`config.mk`:
```
export PLATFORM = sky130hd
export DESIGN_NAME = button_debouncer
export DESIGN_NICKNAME = d
export VERILOG_FILES = /design/src/rtl/button_pkg.sv /design/src/rtl/sync_2ff.sv /design/src/rtl/button_debouncer.sv
export SDC_FILE = /design/constraint.sdc
export NUM_CORES = 1
export LEC_CHECK = 0
export ABC_AREA = 1
export BUFFER_PORTS_ARGS = -buffer_cell sky130_fd_sc_hd__buf_4
export CORE_ASPECT_RATIO = 1.75
export CORE_MARGIN = 1
export CORE_UTILIZATION = 60
export DETAILED_ROUTE_END_ITERATION = 6
export PLACE_DENSITY = 0.78
export SLEW_MARGIN = 15
export SYNTH_ARGS = -nofsm -noshare
export SYNTH_HDL_FRONTEND = slang
export SYNTH_SLANG_ARGS = --single-unit
export TNS_END_PERCENT = 100
```
`constraint.sdc`:
```
create_clock -name clk -period 3.7 [get_ports clk]
set_clock_uncertainty 0.2 [all_clocks]
set_input_delay 0.74 -clock clk [delete_from_list [all_inputs] [get_ports clk]]
set_output_delay 0.74 -clock clk [all_outputs]
set_load 0.03 [all_outputs]
```
`src/rtl/button_pkg.sv`:
```
// button_pkg: debouncer FSM states and default timing for a 12 MHz board clock.
package button_pkg;
  typedef enum logic [1:0] {ST_IDLE, ST_PRESS_WAIT, ST_PRESSED, ST_RELEASE_WAIT} state_t;
  localparam int unsigned CLK_HZ = 12_000_000;
  localparam int unsigned DEBOUNCE_CYCLES_DEF = 240_000;
  localparam int unsigned LONG_CYCLES_DEF = 12_000_000;
endpackage

```
`src/rtl/sync_2ff.sv`:
```
// sync_2ff: 1-bit two-flop synchroniser with a configurable reset value.
module sync_2ff #(
  parameter logic RST_VAL = 1'b0
) (
  input  logic clk,
  input  logic rst,
  input  logic d_i,
  output logic q_o
);
  logic s1_q, s2_q;
  always_ff @(posedge clk) begin
    if (rst) begin
      s1_q <= RST_VAL;
      s2_q <= RST_VAL;
    end else begin
      s1_q <= d_i;
      s2_q <= s1_q;
    end
  end
  assign q_o = s2_q;
endmodule

```
`src/rtl/button_debouncer.sv`:
```
// button_debouncer: synchronised, debounced push-button with press/release/long events and press counter.
module button_debouncer
  import button_pkg::*;
#(
  parameter int unsigned DEBOUNCE_CYCLES = DEBOUNCE_CYCLES_DEF,
  parameter int unsigned LONG_CYCLES     = LONG_CYCLES_DEF,
  parameter bit          ACTIVE_LOW      = 1'b1,
  parameter int unsigned CNT_W           = 8
) (
  input  logic             clk,
  input  logic             rst,
  input  logic             button,
  output logic             level,
  output logic             press_pulse,
  output logic             release_pulse,
  output logic             long_pulse,
  output logic [CNT_W-1:0] press_count
);
  localparam int DW = $clog2(DEBOUNCE_CYCLES + 1);
  localparam int HW = $clog2(LONG_CYCLES + 1);
  localparam logic [DW-1:0] DB_MAX = DW'(DEBOUNCE_CYCLES);
  localparam logic [HW-1:0] HOLD_MAX = HW'(LONG_CYCLES);
  localparam logic [HW-1:0] HOLD_PRE = HW'(LONG_CYCLES - 1);
  logic pin_s, act, counting;
  state_t state_q, state_d;
  logic [DW-1:0] db_q, db_d;
  logic [HW-1:0] hold_q, hold_d;
  logic level_q, level_d, press_q, press_d, rel_q, rel_d, long_q, long_d;
  logic [CNT_W-1:0] cnt_q, cnt_d;
  sync_2ff #(.RST_VAL(ACTIVE_LOW)) u_sync (
    .clk(clk),
    .rst(rst),
    .d_i(button),
    .q_o(pin_s)
  );
  assign act = pin_s ^ ACTIVE_LOW;
  assign counting = (state_q == ST_PRESSED) || (state_q == ST_RELEASE_WAIT);
  always_comb begin
    state_d = state_q;
    db_d    = db_q;
    level_d = level_q;
    press_d = 1'b0;
    rel_d   = 1'b0;
    cnt_d   = cnt_q;
    case (state_q)
      ST_IDLE: if (act) begin
        state_d = ST_PRESS_WAIT;
        db_d    = DW'(1);
      end
      ST_PRESS_WAIT: if (!act) begin
        state_d = ST_IDLE;
        db_d    = '0;
      end else if (db_q == DB_MAX) begin
        state_d = ST_PRESSED;
        db_d    = '0;
        level_d = 1'b1;
        press_d = 1'b1;
        cnt_d   = cnt_q + 1'b1;
      end else db_d = db_q + 1'b1;
      ST_PRESSED: if (!act) begin
        state_d = ST_RELEASE_WAIT;
        db_d    = DW'(1);
      end
      ST_RELEASE_WAIT: if (act) begin
        state_d = ST_PRESSED;
        db_d    = '0;
      end else if (db_q == DB_MAX) begin
        state_d = ST_IDLE;
        db_d    = '0;
        level_d = 1'b0;
        rel_d   = 1'b1;
      end else db_d = db_q + 1'b1;
      default: state_d = ST_IDLE;
    endcase
    // Hold time keeps running through release bounces; an accepted release beats a same-edge long event.
    hold_d = (press_d || rel_d) ? '0 : (counting && hold_q != HOLD_MAX) ? hold_q + 1'b1 : hold_q;
    long_d = counting && !rel_d && (hold_q == HOLD_PRE);
  end
  always_ff @(posedge clk) begin
    if (rst) begin
      state_q <= ST_IDLE;
      db_q    <= '0;
      hold_q  <= '0;
      level_q <= 1'b0;
      press_q <= 1'b0;
      rel_q   <= 1'b0;
      long_q  <= 1'b0;
      cnt_q   <= '0;
    end else begin
      state_q <= state_d;
      db_q    <= db_d;
      hold_q  <= hold_d;
      level_q <= level_d;
      press_q <= press_d;
      rel_q   <= rel_d;
      long_q  <= long_d;
      cnt_q   <= cnt_d;
    end
  end
  assign level         = level_q;
  assign press_pulse   = press_q;
  assign release_pulse = rel_q;
  assign long_pulse    = long_q;
  assign press_count   = cnt_q;
endmodule
```
# Yosys cells after proc, flatten, opt, wreduce, memory -nomap -nowiden
# Index checks and enable logic that the tools add are counted.
# word_totals
ff_bits	58
inputBits	3
word_cells	64
# op_classes
addsub	3
eq_ne	14
mux	23
bitwise_logic	1
reduce_logical	13
# ops
cell	n
2-to-1 mux 18 bit	5
case mux 18 bit (4 select lines)	1
adder 24 x 1 -> 24 bit (second input constant)	1
equality test 24 bit (second input constant)	1
inequality test 24 bit (second input constant)	1
adder 18 x 1 -> 18 bit (second input constant)	1
equality test 18 bit (second input constant)	1
2-to-1 mux 2 bit	6
2-to-1 mux 1 bit	9
adder 8 x 1 -> 8 bit (second input constant)	1
case mux 2 bit (4 select lines)	1
inequality test 2 x 1 -> 1 bit (second input constant)	3
inequality test 2 bit (second input constant)	3
AND reduction 5 bit	1
equality test 2 bit (second input constant)	2
AND reduction 4 bit	1
logical AND 1 bit	3
inequality test 3 x 2 -> 1 bit (second input constant)	1
inequality test 3 bit (second input constant)	1
AND reduction 3 bit	1
equality test 2 x 1 -> 1 bit (second input constant)	1
zero test 2 bit	1
logical OR 1 bit	2
case mux 1 bit (2 select lines)	1
other kinds (5)	5

# Logic depth before layout (Yosys ltp)
# Gate-level depths: netlist (run 1).
# depth
word_depth	7
mapped_depth	12
mapped_depth_nobuf	11

# Cells and area by module
# Synthesis (run 1) repeated with hierarchy kept, for this count alone.
# hier_totals
cells_unflattened	563
area_unflattened_um2	3505.9
# modules_own_cells
mod	instances	cells_per_inst	area_each_um2	seq_area_each_um2
button_debouncer	1	556	3447.1	1121.1
sync_2ff	1	7	58.8	40.0

# Least setup slack after synthesis (run 1)
# No wires, ideal clock.
# synth_timing
path_type	input to register
startpoint	input rst
endpoint	register hold_q[2]
setup_time_ps	122
t_arrival_ps	1534
t_required_ps	3378
path_slack_ps	1844
stages	5
path_buffers	2
cell_sequence	clkbuf_1 clkinv_1 nand3_2 buf_4 a21oi_1
# synth_between
elab_chain_cells	1
# synth_rtl
item	line_no	source
start: declaration	button_debouncer.sv:11	input logic rst,
OR reduction 2 bit (no line)	--	
end signal: assignment	button_debouncer.sv:92	hold_q <= hold_d;
end: declaration	button_debouncer.sv:27	logic [HW-1:0] hold_q, hold_d;
# No other way between the ends.
# A chain may end at the register's enable or synchronous reset.

# Worst setup path in the final report (run 1)
# layout_timing
startpoint	register u_sync.s2_q, in the netlist u_sync.q_o
endpoint	register db_q[11]
# layout_between
elab_chain_cells	2
word_cells_on_any_way	6
classes_between	2 x eq/ne; 3 x mux; 1 x reduce/logical
# layout_rtl
item	line_no	source
start: declaration	sync_2ff.sv:10	logic s1_q, s2_q;
start signal: assignment	sync_2ff.sv:17	s2_q <= s1_q;
2-to-1 mux 18 bit, or another cell as far along	button_debouncer.sv:64	ST_RELEASE_WAIT: if (act) begin
case mux 18 bit (4 select lines) / AND reduction 2 bit (equally long branches)	--	
end signal: assignment	button_debouncer.sv:82	db_q <= '0;
end signal: assignment	button_debouncer.sv:91	db_q <= db_d;
end: declaration	button_debouncer.sv:26	logic [DW-1:0] db_q, db_d;
# Several ways; a longest one is shown, not always the timed one.

==> reports/metrics.csv, run 1 <==
stage;metric;value;unit
run_status;outcome;complete, no violations;
global_routing;antenna_found_initial;0;
floorplanning;die-area;6630;um2
global_routing;grt_pass1_vias;3568;
yosys;synth_mux_area_share;0;%
cells_and_area;fin_area;4050;um2
yosys;ys_ff_latch;58;
timing;worst_pin_slew;644;ps
placed_design;dpl_cell_area;3870;um2
cells_and_area;final_util;67.8;%
floorplanning;start_util;63.3;%
cells_and_area;areaGrowthSynthToFinish;7.12;%
cells_and_area;antenna_cells;0;
placed_design;place_congestion;0.996;
drt;drtIter0Drc;239;
placed_design;port_buffers;14;
global_routing;grt_use_total;33.0;%
drt;firstDrtPassIters;5;
power;switchingPower;319;uW
setup_path;cp.arrival;2650;ps
yosys;yosys.area_share.adder;1.66;%
power;p_comb_share;2.5;%
setup_path;setup.worst_path.class;flop to flop;
clock_tree;clk_pin_slew;80;ps
timing;slew_violations;0;
drt;wl_per_cell;14.7;um
drt;vias_per_cell;5.59;
setup_path;critPathRequiredTime;3730;ps
global_routing;grt_remaining_overflow;0;
clock_tree;clockBufferDepth;2;
power;clkPwrFrac;44.8;%
clock_tree;cts_hold_buf;0;
clock_tree;clock-sinks;58;
yosys;synth_top_family_by_area;simple AND/OR/NAND/NOR gates;
drt;final_antenna_net_count;0;
clock_tree;htree_levels;3;
floorplanning;rows;37;
timing;relSlewSlack;57.0;%
power;peakVddDrop;0.341;mV
yosys;syn-num-nets;597;
clock_tree;clk_latency;350;ps
yosys;ys_seq_area_share;30.7;%
power;p_leak;1.61;nW
job;drv_cap;0;
clock_tree;cts_root_buffer;clkbuf_8;
clock_tree;cts_tree;done;
hold_path;hp-class;flop to flop;
yosys;synth_warnings;0;
yosys;synthCells;589;
timing;rsz0062_at_grt;false;
cells_and_area;fin_nets;605;
timing;finalCritPeriodShare;70.8;%
clock_tree;cts_buffers;9;
global_routing;grt_max_degree;25;
yosys;ys_types;36;
drt;route.detailed.drc;0;
yosys;synthSimpleGateAreaFrac;44.6;%
floorplanning;die_height;107;um
yosys;synth_xor_area_share;6.96;%
cells_and_area;drive_above_1_share;11.1;%
drt;vias;3799;
drt;drt-total-wl;9.99;mm
floorplanning;io_pins;15;
power;p_per_area;296;nW/um2
floorplanning;core_area;5970;um2
power;internal-power;877;uW
power;seqPwrFrac;52.7;%
floorplanning;die_x;62.0;um
global_routing;grt_pass1_wl;16.1;mm
timing;setup-violations-final;0;
yosys;syn_area;3780;um2
setup_path;start_kind;flop;
power;p_sw_share;26.7;%
setup_path;worstSetupEndpointType;flop;
timing;tns;0;ps
yosys;synth_area_per_cell;6.41;um2
clock_tree;post_cts_buffers;0;
timing;period_needed;2620;ps
clock_tree;cts_resized;0;
timing;fmax;382;MHz
placed_design;place_hpwl;7.36;mm
yosys;synth_compound_area_share;6.03;%
timing;hold_violations;0;
setup_path;cp_max_fo;17;
## power groups by stage
| stage | Combinational [mW] | Clock [mW] | Sequential [mW] |
|---|---|---|---|
| after floorplan | 0.0264 | 0 | 0.641 |
| after global placement | 0.0290 | 0 | 0.644 |
| after detailed placement | 0.0298 | 0 | 0.644 |
| after CTS | 0.0299 | 0.542 | 0.630 |
| after global routing | 0.0325 | 0.568 | 0.630 |
| final | 0.0301 | 0.536 | 0.630 |
## kinds of logic (layout without fill, tap and decap cells)
kind of cell               after synthesis  after routing
AOI/OAI and AO/OA                       42             42
xor gates and xnor gates                30             30
adders and majority gates                5              5
buffers and inverters                   87            100
DFF                                     58             58
and+or+nand+nor                        367            367
## worst max-delay path, stage by stage (launching register included)
cell and delay, ps:
dfxtp_1 740, inv_2 290, nand2_2 170, nand2_1 110, nor2_2 500, nor2_1 150
nand3b_1 130, xor2_1 150, nor2_1 60
## worst paths after layout
kind         slack (ps)        start  cells after the start         end
max                1080   u_sync.q_o                      8    db_q[11]
min reg2reg         260  u_sync.s1_q                      1  u_sync.q_o
max reg2reg        1080   u_sync.q_o                      8    db_q[11]
min                 260  u_sync.s1_q                      1  u_sync.q_o
## registers in the layout, indices dropped and copies added (netlist names), named ones only
name / count
release_pulse: 1
state_q: 1
press_count: 8
hold_q: 24
u_sync.q_o: 1
u_sync.s1_q: 1
db_q: 18
long_pulse: 1
press_pulse: 1
level: 1
## layout by cell type, fill, tap and decap left out, types with 4 or more instances in the layout
cell	Yosys	layout
nor2_1	70	70
o21ai_0	4	4
ha_1	5	5
nor2_4	5	5
nand2_2	9	9
xor2_1	21	21
a21oi_1	32	32
nand2_1	175	175
inv_1	62	62
xnor2_1	9	9
inv_2	5	5
nor3_1	9	9
buf_4	6	14
dfxtp_1	58	58
nand4_1	31	31
clkbuf_8	0	9
nor2_2	8	8
nand3_1	47	47
## Yosys cell counts, drive strengths merged
cell type	number	area share, %
xor2	21	4.9
o21bai	1	0.20
clkinv	3	0.43
and2	2	0.33
inv	67	6.7
nand4	32	5.5
o211ai	2	0.40
nor4	1	0.17
buf	11	2.4
xnor2	9	2.1
o2111ai	1	0.23
ha	5	1.7
nand3b	2	0.40
nand3	50	7.2
nand2	185	19
o21ai	4	0.53
a21oi	33	4.5
dfxtp	58	31
nor2	84	10
clkbuf	6	0.60
a211oi	1	0.20
or2	2	0.33
nor3	9	1.2
## stage by stage
stage	total power, mW	instances	worst slack (ps)	hold WS [ps]
5_1_grt	1.23	680	889	289
4_1_cts	1.20	680	1120	252
2_1_floorplan	0.668	589	1840	189
3_5_place_dp	0.674	664	1140	229
3_3_place_gp	0.673	664	1230	231
6_report	1.20	680	1080	263
## layout make-up
| class | count | area, um2 |
|---|---|---|
| Multi-Input combinational cell | 444 | 2240 |
| Fill cell | 537 | 1930 |
| Sequential cell | 58 | 1160 |
| Inverter | 70 | 268 |
| Clock buffer | 9 | 124 |
| Timing Repair Buffer | 14 | 105 |
| Tap cell | 78 | 97.6 |
| Clock inverter | 7 | 53.8 |
## layer usage
metal / up-vias / share of wire, % / GRT usage (%) / wire length [um]
li1: 1893 / - / - / -
met1: 1734 / 37 / 33.9 / 3670
met2: 117 / 53 / 54.9 / 5250
met3: 55 / 4.1 / 7.36 / 408
met4: 0 / 6.6 / 24.4 / 659
met5: - / 0 / 0 / 0
No activity file was read; power rests on OpenSTA's default activity.
==> run 2, diff against run 1 <==
Settings changed: CORE_UTILIZATION 60 to 56, PLACE_DENSITY 0.78 to 0.76.
Clock period 3.7 ns to 2.3 ns, I/O delays scaled along.
==> run 2 against run 1 <==
Worst setup slack lost 790 ps. Power grew 100%. Sequential cell count unchanged. Cell count grew 1.8%. Non-clock buffer count grew 8. Sequential power rose by 60%. Global-route usage is 3.5 points lower. Sequential share of layout area is 1.3 points lower. Fmax is 30% higher. Design area rose by 4.7%. Via count is the same. Clock power rose to 2.5 times the previous value.
==> reports/metrics.csv, run 2 (synthesis gave the netlist of run 1 again) <==
stage;metric;value;unit
floorplanning;start_util;57.8;%
cells_and_area;layout_common_cells;nand2_1, nor2_1, inv_1;
global_routing;grt_remaining_overflow;0;
clock_tree;cts_tree;done;
timing;worst_pin_slew;441;ps
setup_path;critPathRequiredTime;2360;ps
global_routing;grt_pass1_vias;3698;
clock_tree;post_cts_buffers;0;
setup_path;cpMaxStageDelayCell;dfxtp_1;
global_routing;grt_pass1_wl;16.3;mm
clock_tree;htree_levels;3;
timing;setup-violations-final;0;
timing;rsz0062_at_grt;false;
global_routing;grt_use_total;29.5;%
power;p_leak;1.71;nW
clock_tree;cts_root_buffer;clkbuf_16;
floorplanning;die-area;7090;um2
run_status;outcome;complete, no violations;
timing;period_needed;2010;ps
drt;firstDrtPassIters;4;
drt;vias;3799;
drt;final_antenna_net_count;0;
setup_path;cp_max_fo;6;
clock_tree;clk_pin_slew;60;ps
floorplanning;core_area;6540;um2
drt;route.detailed.drc;0;
cells_and_area;largest_register_ffs;24;
floorplanning;die_height;111;um
setup_path;slowest_delay;420;ps
setup_path;setup.worst_path.class;flop to flop;
drt;wl_per_cell;14.0;um
clock_tree;clock-sinks;58;
job;drv_cap;0;
drt;drtIter0Drc;237;
setup_path;cp.arrival;2070;ps
cells_and_area;drive_above_1_share;12.3;%
placed_design;port_buffers;14;
floorplanning;io_pins;15;
timing;fmax;497;MHz
global_routing;grt_max_degree;25;
drt;drt-total-wl;9.67;mm
timing;tns;0;ps
timing;finalCritPeriodShare;87.4;%
setup_path;start_kind;flop;
cells_and_area;fin_nets;613;
power;peakVddDrop;0.669;mV
cells_and_area;largest_register;hold_q;
placed_design;dpl_cell_area;3930;um2
timing;relSlewSlack;70.4;%
cells_and_area;areaGrowthSynthToFinish;12.2;%
cells_and_area;final_common_cell;nand2_1;
power;total_power;2.41;mW
clock_tree;cts_hold_buf;0;
clock_tree;cts_resized;0;
timing;whs;111;ps
setup_path;path_cells;ha_1 -> inv_1 -> nor2_1 -> nand2_1 -> inv_1 -> nand3_1 -> xor2_1 -> nand2_1 -> a21oi_1;
placed_design;place_congestion;0.970;
clock_tree;cts_buffers;9;
cells_and_area;antenna_cells;0;
global_routing;antenna_found_initial;0;
timing;slew_violations;0;
placed_design;place_hpwl;7.15;mm
setup_path;rrSetupSlack;290;ps
hold_path;hp-class;input port to flop;
power;p_per_area;569;nW/um2
cells_and_area;fin_area;4240;um2
floorplanning;rows;39;
setup_path;worstSetupEndpointType;flop;
floorplanning;die_x;64.1;um
drt;vias_per_cell;5.49;
clock_tree;clockBufferDepth;2;
timing;hold_violations;0;
clock_tree;clk_latency;330;ps
-- run 2: changes by cell type in the layout (fill, tap and decap cells not counted) --
cell       change
buf_4          +8
clkbuf_8       -9
clkinv_2       -1
clkbuf_16      +9
bufinv_16      +1
-- run 2: worst paths after layout --
path	from	cells past startpoint	to
setup reg to reg	hold_q[0]	9	hold_q[16]
hold reg to reg	u_sync.s1_q	1	u_sync.q_o
hold / removal	button	2	u_sync.s1_q
setup / recovery	hold_q[0]	9	hold_q[16]
-- run 2: layout make-up --
cell class              instances  area [um2]
fillers                       643        2300
clock buffers                   9         225
inverters                      70         268
well taps                      82         103
clock inverters                 7        78.8
flip-flops and latches         58        1160
repair buffers                 22         165
multi-input cells             444        2240
-- run 2: layer usage --
metal	wire length [um]	vias up	share of wire [%]	GRT usage, %
li1	-	1917	-	-
met1	3490	1755	36	27.0
met2	5370	96	56	54.5
met3	320	31	3.3	6.20
met4	486	0	5.0	21.7
met5	0	-	0	0
-- run 2: worst max-delay path: cells and delay by family, from the launching register on --
family                     cells  cell delay (ps)
buffers and inverters          2              190
and+or+nand+nor                4              580
AOI/OAI and AO/OA              1              140
DFF                            1              420
adders and majority gates      1              280
xor gates and xnor gates       1              150
-- run 2: through the flow --
| step | utilization, % | std cells | worst slack [ps] |
|---|---|---|---|
| 2_1_floorplan | - | 589 | 596 |
| 3_3_place_gp | 60.2 | 676 | 409 |
| 3_5_place_dp | 60.2 | 676 | 357 |
| 4_1_cts | 64.8 | 692 | 330 |
| 5_1_grt | 64.8 | 692 | 185 |
| 6_report | 64.8 | 692 | 289 |
-- run 2: power breakdown --
part	total, mW	switching (mW)	leakage [nW]	internal, mW
Combinational	0.0603	0.0452	1.10	0.0151
Sequential	1.01	0.00348	0.468	1.01
Clock	1.34	0.497	0.138	0.844
==> run 3, diff against run 2 <==
Settings changed: SETUP_SLACK_MARGIN set to 0.4.
==> run 3 against run 2 <==
Hold slack got worse by 3.4 ps. Worst setup slack improved by 190 ps. First-iteration DRC count is 16% higher. Combinational power grew 7.3%. Die area unchanged. Fmax rose by 10%. Power up 0.55%. Design area up 3.2%. Sequential power about the same. Clock power hardly changed.
==> reports/metrics.csv, run 3 (synthesis gave the netlist of run 1 again) <==
stage;metric;value;unit
run_status;outcome;complete, no violations;
timing;finalCritPeriodShare;79.3;%
timing;relSlewSlack;70.4;%
cells_and_area;drive_above_1_share;15.2;%
setup_path;cpMaxStageDelayCell;dfxtp_2;
clock_tree;clk_pin_slew;60;ps
cells_and_area;multi_input_area;2300;um2
clock_tree;cts_root_buffer;clkbuf_16;
power;peakVddDrop;0.666;mV
cells_and_area;antenna_cells;0;
drt;firstDrtPassIters;4;
global_routing;grt_use_total;29.5;%
timing;whs;107;ps
setup_path;start_kind;flop;
placed_design;place_congestion;0.970;
global_routing;grt_pass1_vias;3692;
setup_path;cp_max_fo;6;
clock_tree;cts_tree;done;
timing;period_needed;1820;ps
floorplanning;start_util;57.8;%
drt;drtIter0Drc;275;
drt;route.detailed.drc;0;
global_routing;grt_remaining_overflow;0;
setup_path;worstSetupEndpointType;flop;
placed_design;dpl_cell_area;3930;um2
floorplanning;rows;39;
setup_path;setup.worst_path.class;flop to flop;
timing;fin_ws;476;ps
global_routing;grt_pass1_wl;16.3;mm
setup_path;cp.arrival;1850;ps
timing;fmax;548;MHz
cells_and_area;final_common_cell;nand2_1;
power;p_sw_share;22.9;%
floorplanning;die_x;64.1;um
drt;drt-total-wl;10.0;mm
clock_tree;cts_buffers;9;
cells_and_area;areaGrowthSynthToFinish;15.8;%
floorplanning;die_height;111;um
cells_and_area;nFillCells;620;
drt;final_antenna_net_count;0;
global_routing;grt_max_degree;25;
power;internal-power;1.87;mW
clock_tree;clockBufferDepth;2;
power;seqPwrFrac;41.7;%
placed_design;place_hpwl;7.15;mm
power;p_leak;1.74;nW
cells_and_area;layout_common_cells;nand2_1, nor2_1, inv_1;
clock_tree;clock-sinks;58;
cells_and_area;largest_register_ffs;24;
timing;worst_pin_slew;441;ps
setup_path;cp_common_cell;nand2_1;
floorplanning;io_pins;15;
power;p_per_area;555;nW/um2
setup_path;critPathRequiredTime;2320;ps
placed_design;place_ws;357;ps
cells_and_area;fin_area;4370;um2
global_routing;antenna_found_initial;0;
timing;slew_violations;0;
hold_path;hp-class;input port to flop;
setup_path;slowest_delay;360;ps
floorplanning;die-area;7090;um2
drt;vias_per_cell;5.51;
power;p_comb_share;2.7;%
placed_design;port_buffers;14;
timing;hold_violations;0;
timing;tns;0;ps
timing;setup-violations-final;0;
setup_path;path_cells;inv_2 -> ha_1 -> nand2_1 -> nor3_2 -> nand3_2 -> nor2_2 -> nand3_1 -> nand2_1 -> nor2_1;
drt;wl_per_cell;14.4;um
cells_and_area;regArea;1170;um2
drt;vias;3827;
cells_and_area;largest_register;hold_q;
cells_and_area;fin_nets;615;
clock_tree;htree_levels;3;
job;drv_cap;0;
floorplanning;core_area;6540;um2
clock_tree;clk_latency;330;ps
power;switchingPower;556;uW
power;clkPwrFrac;55.6;%
setup_path;rrSetupSlack;480;ps
timing;rsz0062_at_grt;true;
run 3: layer usage:
| layer | vias to the layer above | part of all wire, % | global-route usage (%) | wire length (um) |
|---|---|---|---|---|
| li1 | 1921 | - | - | - |
| met1 | 1773 | 36 | 27.0 | 3620 |
| met2 | 96 | 55 | 54.6 | 5520 |
| met3 | 37 | 3.3 | 6.20 | 329 |
| met4 | 0 | 5.2 | 21.5 | 524 |
| met5 | - | 0 | 0 | 0 |
run 3: layout make-up:
class                           instances  area share (%)
Clock buffer                            9            5.15
Clock inverter                          7            1.80
Inverter                               70            6.29
Multi-Input combinational cell        444            52.6
Sequential cell                        58            26.7
Tap cell                               82            2.35
Timing Repair Buffer                   24            5.09
run 3: final timing paths:
kind / start / to / depth (start not counted)
worst min-delay path: button / u_sync.s1_q / 2
worst max-delay path: db_q[0] / press_count[2] / 9
worst min register to register: u_sync.s1_q / u_sync.q_o / 1
worst max register to register: db_q[0] / press_count[2] / 9
run 3: timing repair:
| item | 4_1_cts | 5_1_grt |
|---|---|---|
| cloned | 0 | 1 |
| hold endpoints to repair | 0 | 0 |
| gates resized for setup | 3 | 27 |
| hold buffers | 0 | 0 |
| buffers inserted | 0 | 1 |
| endpoints found under the setup margin | 24 | 46 |
| pin swaps | 0 | 3 |
run 3: worst max-delay path: cells and delay by family (launching register included):
family	cells	cell delay [ps]
buf+inv	1	100
flops	1	360
simple gates	7	870
fa+ha+maj	1	180
run 3: power by group through the flow:
stage / combinational, mW / sequential (mW) / clock, mW
after CTS: 0.0599 / 1.01 / 1.37
final: 0.0647 / 1.01 / 1.35
after global routing: 0.0694 / 1.01 / 1.42
after global placement: 0.0583 / 1.03 / 0
after floorplan: 0.0424 / 1.03 / 0
after detailed placement: 0.0592 / 1.03 / 0
run 3: metrics by stage:
step,instances,power [mW],util [%]
2_1_floorplan,589,1.07,-
3_3_place_gp,676,1.09,60.2
3_5_place_dp,676,1.09,60.2
4_1_cts,692,2.44,64.9
5_1_grt,694,2.50,66.9
6_report,694,2.43,66.9
